### config.mk
export PLATFORM = sky130hd
export DESIGN_NAME = dense_weight_sink
export DESIGN_NICKNAME = d
export VERILOG_FILES = /design/src/rtl/dense_weight_sink_pkg.sv /design/src/rtl/dense_weight_sink_ram.sv /design/src/rtl/dense_weight_sink.sv
export SDC_FILE = /design/constraint.sdc
export NUM_CORES = 1
export LEC_CHECK = 0
export ABC_AREA = 1
export ABC_CLOCK_PERIOD_IN_PS = 13600
export CORE_MARGIN = 1
export CORE_UTILIZATION = 50
export CTS_BUF_LIST = sky130_fd_sc_hd__clkbuf_4
export DETAILED_ROUTE_END_ITERATION = 7
export PLACE_DENSITY = 0.68
export SLEW_MARGIN = 20
export SYNTH_ARGS = -nofsm -noshare
export SYNTH_HDL_FRONTEND = slang
export SYNTH_SLANG_ARGS = --single-unit
### constraint.sdc
create_clock -name clk -period 13.6 [get_ports clk]
set_clock_uncertainty 0.15 [all_clocks]
set_input_delay 2.04 -clock clk [delete_from_list [all_inputs] [get_ports clk]]
set_output_delay 2.04 -clock clk [all_outputs]
set_load 0.01 [all_outputs]
### src/rtl/dense_weight_sink_pkg.sv
// Shared definitions for the dense_weight_sink block.
//   state_e : load FSM states (IDLE, LOAD, DONE)
//   CSUM_W  : width of the running word checksum output
package dense_weight_sink_pkg;

  typedef enum logic [1:0] {
    IDLE = 2'd0,
    LOAD = 2'd1,
    DONE = 2'd2
  } state_e;

  localparam int unsigned CSUM_W = 32;

endpackage

### src/rtl/dense_weight_sink_ram.sv
// Simple dual-port weight RAM for dense_weight_sink.
//   Write port : we / waddr / wdata, one word per clock.
//   Read port  : raddr / ce -> rdata, two ce-gated register stages
//                (stage 0 captures the array, stage 1 drives rdata).
//   Reads are read-first against a same-cycle write; addresses at or
//   beyond DEPTH read as zero. rst_n clears only the read pipeline,
//   never the array contents.
module dense_weight_sink_ram #(
  parameter int DATA_W = 128,
  parameter int DEPTH  = 4,
  parameter int ADDR_W = 3
) (
  input  logic              clk,
  input  logic              rst_n,
  input  logic              we,
  input  logic [ADDR_W-1:0] waddr,
  input  logic [DATA_W-1:0] wdata,
  input  logic              ce,
  input  logic [ADDR_W-1:0] raddr,
  output logic [DATA_W-1:0] rdata
);

  localparam int          IDX_W   = (DEPTH > 1) ? $clog2(DEPTH) : 1;
  localparam logic [31:0] DEPTH_U = DEPTH;

  logic [DATA_W-1:0] mem_q [DEPTH];
  logic [DATA_W-1:0] stage0_q, stage0_d;
  logic [DATA_W-1:0] q_q, q_d;
  logic              wr_ok;
  logic              rd_hit;

  assign wr_ok  = we && (32'(waddr) < DEPTH_U);
  assign rd_hit = (32'(raddr) < DEPTH_U);

  // Array has no reset so a reset never wipes loaded weights.
  always_ff @(posedge clk) begin
    if (wr_ok) begin
      mem_q[waddr[IDX_W-1:0]] <= wdata;
    end
  end

  // Stage 0 samples the array before the same-edge write lands,
  // which gives read-first behaviour.
  always_comb begin
    stage0_d = stage0_q;
    q_d      = q_q;
    if (ce) begin
      stage0_d = rd_hit ? mem_q[raddr[IDX_W-1:0]] : '0;
      q_d      = stage0_q;
    end
  end

  always_ff @(posedge clk or negedge rst_n) begin
    if (!rst_n) begin
      stage0_q <= '0;
      q_q      <= '0;
    end else begin
      stage0_q <= stage0_d;
      q_q      <= q_d;
    end
  end

  assign rdata = q_q;

endmodule

### src/rtl/dense_weight_sink.sv
// dense_weight_sink: run-time weight loader feeding linear layers.
// Accepts a valid/ready stream of PAR-lane weight beats, packs
// BEATS_PER_WORD beats into one WORD_LANES-wide word (lane 0 of beat 0
// in the LSBs) and writes MEM_DEPTH words into an internal RAM, which is
// read back through the same 2-cycle addr0/ce0/q0 port the weight ROM
// sources expose.
// Ports:
//   clk, rst (async, active-low)
//   start               : arm / re-arm a load (restarts from word 0)
//   data_in[PAR], data_in_valid, data_in_ready : beat stream
//   load_done           : all MEM_DEPTH words written
//   words_loaded        : complete words written in the current load
//   addr0, ce0 -> q0    : 2-stage read port
//   checksum            : running 32-bit chunk sum of written words
// Optional feature: define DENSE_WEIGHT_SINK_CHECKSUM_EN to build the
// checksum accumulator; otherwise checksum is tied to zero.
module dense_weight_sink
  import dense_weight_sink_pkg::*;
#(
  parameter int WEIGHT_PRECISION_0       = 16,
  parameter int WEIGHT_PARALLELISM_DIM_0 = 4,
  parameter int WORD_LANES               = 8,
  parameter int MEM_DEPTH                = 4,
  parameter int BEATS_PER_WORD           = WORD_LANES / WEIGHT_PARALLELISM_DIM_0,
  parameter int ADDR_WIDTH               = $clog2(MEM_DEPTH) + 1
) (
  input  logic                                       clk,
  input  logic                                       rst,
  input  logic                                       start,
  input  logic [WEIGHT_PRECISION_0-1:0]              data_in [WEIGHT_PARALLELISM_DIM_0],
  input  logic                                       data_in_valid,
  output logic                                       data_in_ready,
  output logic                                       load_done,
  output logic [ADDR_WIDTH-1:0]                      words_loaded,
  input  logic [ADDR_WIDTH-1:0]                      addr0,
  input  logic                                       ce0,
  output logic [WEIGHT_PRECISION_0*WORD_LANES-1:0]   q0,
  output logic [CSUM_W-1:0]                          checksum
);

  localparam int unsigned P      = WEIGHT_PRECISION_0;
  localparam int unsigned PAR    = WEIGHT_PARALLELISM_DIM_0;
  localparam int unsigned WORD_W = WEIGHT_PRECISION_0 * WORD_LANES;
  localparam int          BEAT_W = (BEATS_PER_WORD > 1) ? $clog2(BEATS_PER_WORD) : 1;

  localparam logic [BEAT_W-1:0]     LAST_BEAT = BEAT_W'(BEATS_PER_WORD - 1);
  localparam logic [ADDR_WIDTH-1:0] LAST_WORD = ADDR_WIDTH'(MEM_DEPTH - 1);

  state_e                  state_q, state_d;
  logic                    ready_q, ready_d;
  logic                    done_q, done_d;
  logic [ADDR_WIDTH-1:0]   words_loaded_q, words_loaded_d;
  logic [BEAT_W-1:0]       beat_cnt_q, beat_cnt_d;
  logic [WORD_W-1:0]       pack_q, pack_d;

  logic [WORD_W-1:0]       merged;
  logic                    accept;
  logic                    wr_en;
  logic                    enter_load;

  // ready_q is only ever high in LOAD, so it also qualifies the state.
  assign accept = data_in_valid && ready_q;

  // Pack register with the current beat dropped into its lane slot;
  // this is the word written back on the final beat.
  always_comb begin
    merged = pack_q;
    for (int unsigned j = 0; j < PAR; j++) begin
      merged[P*(32'(beat_cnt_q)*PAR + j) +: P] = data_in[j];
    end
  end

  always_comb begin
    state_d        = state_q;
    ready_d        = ready_q;
    done_d         = done_q;
    words_loaded_d = words_loaded_q;
    beat_cnt_d     = beat_cnt_q;
    pack_d         = pack_q;
    wr_en          = 1'b0;
    enter_load     = 1'b0;

    // start from any state (re)enters LOAD and takes priority over a
    // beat accepted in the same cycle.
    if (start) begin
      enter_load = 1'b1;
    end else begin
      case (state_q)
        LOAD: begin
          if (accept) begin
            if (beat_cnt_q == LAST_BEAT) begin
              wr_en          = 1'b1;
              words_loaded_d = words_loaded_q + 1'b1;
              beat_cnt_d     = '0;
              pack_d         = '0;
              if (words_loaded_q == LAST_WORD) begin
                state_d = DONE;
                ready_d = 1'b0;
                done_d  = 1'b1;
              end
            end else begin
              beat_cnt_d = beat_cnt_q + 1'b1;
              pack_d     = merged;
            end
          end
        end
        default: begin
        end
      endcase
    end

    if (enter_load) begin
      state_d        = LOAD;
      ready_d        = 1'b1;
      done_d         = 1'b0;
      words_loaded_d = '0;
      beat_cnt_d     = '0;
      pack_d         = '0;
    end
  end

  always_ff @(posedge clk or negedge rst) begin
    if (!rst) begin
      state_q        <= IDLE;
      ready_q        <= 1'b0;
      done_q         <= 1'b0;
      words_loaded_q <= '0;
      beat_cnt_q     <= '0;
      pack_q         <= '0;
    end else begin
      state_q        <= state_d;
      ready_q        <= ready_d;
      done_q         <= done_d;
      words_loaded_q <= words_loaded_d;
      beat_cnt_q     <= beat_cnt_d;
      pack_q         <= pack_d;
    end
  end

  assign data_in_ready = ready_q;
  assign load_done     = done_q;
  assign words_loaded  = words_loaded_q;

`ifdef DENSE_WEIGHT_SINK_CHECKSUM_EN
  localparam int unsigned NCHUNK = (WORD_W + CSUM_W - 1) / CSUM_W;

  logic [NCHUNK*CSUM_W-1:0] padded;
  logic [CSUM_W-1:0]        word_sum;
  logic [CSUM_W-1:0]        checksum_q, checksum_d;

  always_comb begin
    padded             = '0;
    padded[WORD_W-1:0] = merged;
    word_sum           = '0;
    for (int unsigned i = 0; i < NCHUNK; i++) begin
      word_sum = word_sum + padded[i*CSUM_W +: CSUM_W];
    end
  end

  always_comb begin
    checksum_d = checksum_q;
    if (enter_load) begin
      checksum_d = '0;
    end else if (wr_en) begin
      checksum_d = checksum_q + word_sum;
    end
  end

  always_ff @(posedge clk or negedge rst) begin
    if (!rst) begin
      checksum_q <= '0;
    end else begin
      checksum_q <= checksum_d;
    end
  end

  assign checksum = checksum_q;
`else
  assign checksum = '0;
`endif

  dense_weight_sink_ram #(
    .DATA_W (WEIGHT_PRECISION_0 * WORD_LANES),
    .DEPTH  (MEM_DEPTH),
    .ADDR_W (ADDR_WIDTH)
  ) u_ram (
    .clk   (clk),
    .rst_n (rst),
    .we    (wr_en),
    .waddr (words_loaded_q),
    .wdata (merged),
    .ce    (ce0),
    .raddr (addr0),
    .rdata (q0)
  );

endmodule

==> qor.txt <==
Status -> completed
Clock slew at reported path FFs -> 60 ps
RSZ-0062 raised after global routing -> no
Critical Path RT -> 14140 ps
Share of cells above drive strength 1 -> 11.6%
Final hold violation count -> 0
Post-CTS sizing -> 0
Initial antenna violation count -> 3
Type of the worst min-delay path -> register to register
Setup TNS -> 0 ps
First-pass GRT wire length -> 131000 um
Remaining global-route overflow -> 0
Routed wire length -> 83700 um
Hold_buf cts -> 0
Worst-Margin Slew -> 1060 ps
Core box area -> 70000 sq um
Net count, final -> 3700
Max-slew headroom -> 29.5%
Final setup violation count -> 0
Largest net degree at the start of global routing -> 154
Die height -> 268 um
PD cells -> 145 nW/um^2
Routed len/inst -> 17.5 um
RD Place Congestion -> 0.825
Crit path arrival time -> 6360 ps
Total GRT Usage -> 24.0%
Die Width -> 268 um
VDD IR max -> 0.0829 mV
Pre-antenna DRT Iters -> 5
H-tree depth -> 4
Buffers inserted by post-CTS timing repair -> 0
Cell Area, Placed -> 37900 sq um
WS Path Type -> input pin to register
Leakage power -> 18.0 nW
Buffer type at the clock tree root -> clkbuf_4
Crit end category -> register
Yosys Warn Count -> 0
Pwr Total -> 0.00595 W
IO Pins -> 237
Initial core utilization -> 50.5%
Fin area -> 41000 sq um
Die area -> 71800 sq um
Slew Viols, Final -> 0
DP HPWL -> 47500 um
Total CTS buffers -> 225
Max Freq -> 172 MHz
DRC Markers -> 0
Fin crit period -> 5820 ps
Filler Cells Inserted -> 5907
Initial drt markers -> 2021
Post-DRT Antenna Nets -> 0
CTS tree -> done
Vias in the first global route -> 23818
Register area share after synthesis -> 71.0%
Synth Register Bits -> 902
Drt via density -> 5.10
Fin util -> 58.6%
Post-synth cell types -> 20
Clk Latency, worst-skew pair -> 1100 ps
Max Buffers Root-to-Sink -> 3
Synthesized area -> 35400 sq um
Synthesized area per cell -> 10.5 sq um
Row count -> 97
Maxcap violations -> 0
Period utilisation layout -> 42.8%
Synth-to-Final Area Change -> 16.0%
DR vias -> 24333
Synth Instances -> 3354
Port Buffers -> 204
CP max FO -> 67
Number of clock sinks -> 902
Critical Path Start Type -> input pin
[cells by family (layout without fill, tap and decap cells)]
group,after synthesis,count (layout),share of synthesized area [%]
compound gates,73,73,1.03
buf+inv,309,746,4.21
other cells,1,42,0.0106
simple gates,2064,2064,23.5
fa+ha+maj,5,5,0.177
flops,902,902,71.0
[flip-flops by register name (all words and copies together), names as in the netlist]
register / flops
u_ram.mem_q: 512
pack_q: 128
load_done: 1
beat_cnt_q: 1
u_ram.stage0_q: 128
state_q: 1
u_ram.rdata: 128
words_loaded: 3
[Yosys cell counts]
cell type	n	area, sq um
nand2_1	1538	5770
edfxtp_1	512	15400
nand3_1	449	2250
dfrtp_1	390	9760
buf_2	99	495
inv_1	77	289
o21ai_0	73	365
nor2_1	72	270
clkbuf_1	58	218
buf_4	42	315
buf_1	21	78.8
buf_6	6	67.6
ha_1	5	62.6
inv_2	5	18.8
nor2_2	2	12.5
conb_1	1	3.75
inv_4	1	6.26
nand2_2	1	6.26
nand3b_1	1	7.51
nor2_4	1	11.3
[worst paths after layout]
kind                                           startpoint  slack, ps  depth (start not counted)                             to
max                                         data_in_valid       7780                          8   u_ram.mem_q[0][81]$_DFFE_PP_
min                        u_ram.stage0_q[58]$_DFFE_PN0P_        290                          2    u_ram.rdata[58]$_DFFE_PN0P_
max reg2reg                        state_q[0]$_DFFE_PN0P_       8850                          7   u_ram.mem_q[0][81]$_DFFE_PP_
min reg2reg                u_ram.stage0_q[58]$_DFFE_PN0P_        290                          2    u_ram.rdata[58]$_DFFE_PN0P_
max in group asynchronous                             rst      10190                          3  u_ram.stage0_q[4]$_DFFE_PN0P_
min in group asynchronous                             rst        860                          1   u_ram.rdata[106]$_DFFE_PN0P_
[placed cells by master, fill, tap and decap left out]
cell type           n
edfxtp_1          512
nand3_1           449
ha_1                5
clkinvlp_4          1
inv_1              76
clkinv_1           38
bufinv_16           4
clkbuf_4          369
inv_2               5
nand2_1          1538
o21ai_0            73
buf_6               2
inv_6               6
clkinv_2            5
dfrtp_1           389
nand3b_1            1
nor2_4              8
buf_4              33
conb_1             32
clkinv_4            1
inv_4               2
buf_8               1
nor2_1             67
nand2_2             1
inv_8               2
clkdlybuf4s50_1   200
dfrtp_4             1
diode_2            10
buf_12              1
[routing by layer]
metal | global-route usage, % | up-vias | routed length, um
li1 | - | 11657 | -
met1 | 30.0 | 11761 | 33600
met2 | 40.2 | 763 | 42300
met3 | 5.35 | 152 | 5480
met4 | 10.4 | 0 | 2300
met5 | 0 | - | 0
[critical path: stages]
cell and delay, ps:
clkdlybuf4s50_1 500, nand2_1 90, nor2_4 100, buf_4 620, nand3_1 540, nor2_4 810, buf_4 740, buf_4 810
[report_power, final]
group          total [W]  internal (W)  switching [W]
logic           0.000488      0.000166       0.000322
registers        0.00307       0.00301      0.0000617
clock network    0.00239       0.00130        0.00108
[area by class of cell]
| type | instances | area, sq um | share of cell area, % |
|---|---|---|---|
| well taps | 940 | 1180 | 2.87 |
| repair buffers | 237 | 2310 | 5.62 |
| clock buffers | 369 | 2770 | 6.75 |
| inverters | 83 | 329 | 0.802 |
| clock inverters | 57 | 367 | 0.893 |
| diodes | 10 | 25.0 | 0.0610 |
| multi-input cells | 2174 | 8920 | 21.7 |
| flip-flops and latches | 902 | 25100 | 61.3 |
[stage by stage]
| stage | hold slack [ps] | std cells | setup slack [ps] |
|---|---|---|---|
| after detailed placement | 307 | 4336 | 6670 |
| final | 294 | 4772 | 7780 |
| after global routing | 302 | 4768 | 7580 |
| after floorplan | 292 | 3385 | 4960 |
| after global placement | 303 | 4336 | 6690 |
| after CTS | 275 | 4762 | 7830 |
Note: power is estimated with default switching activity, not from simulation.
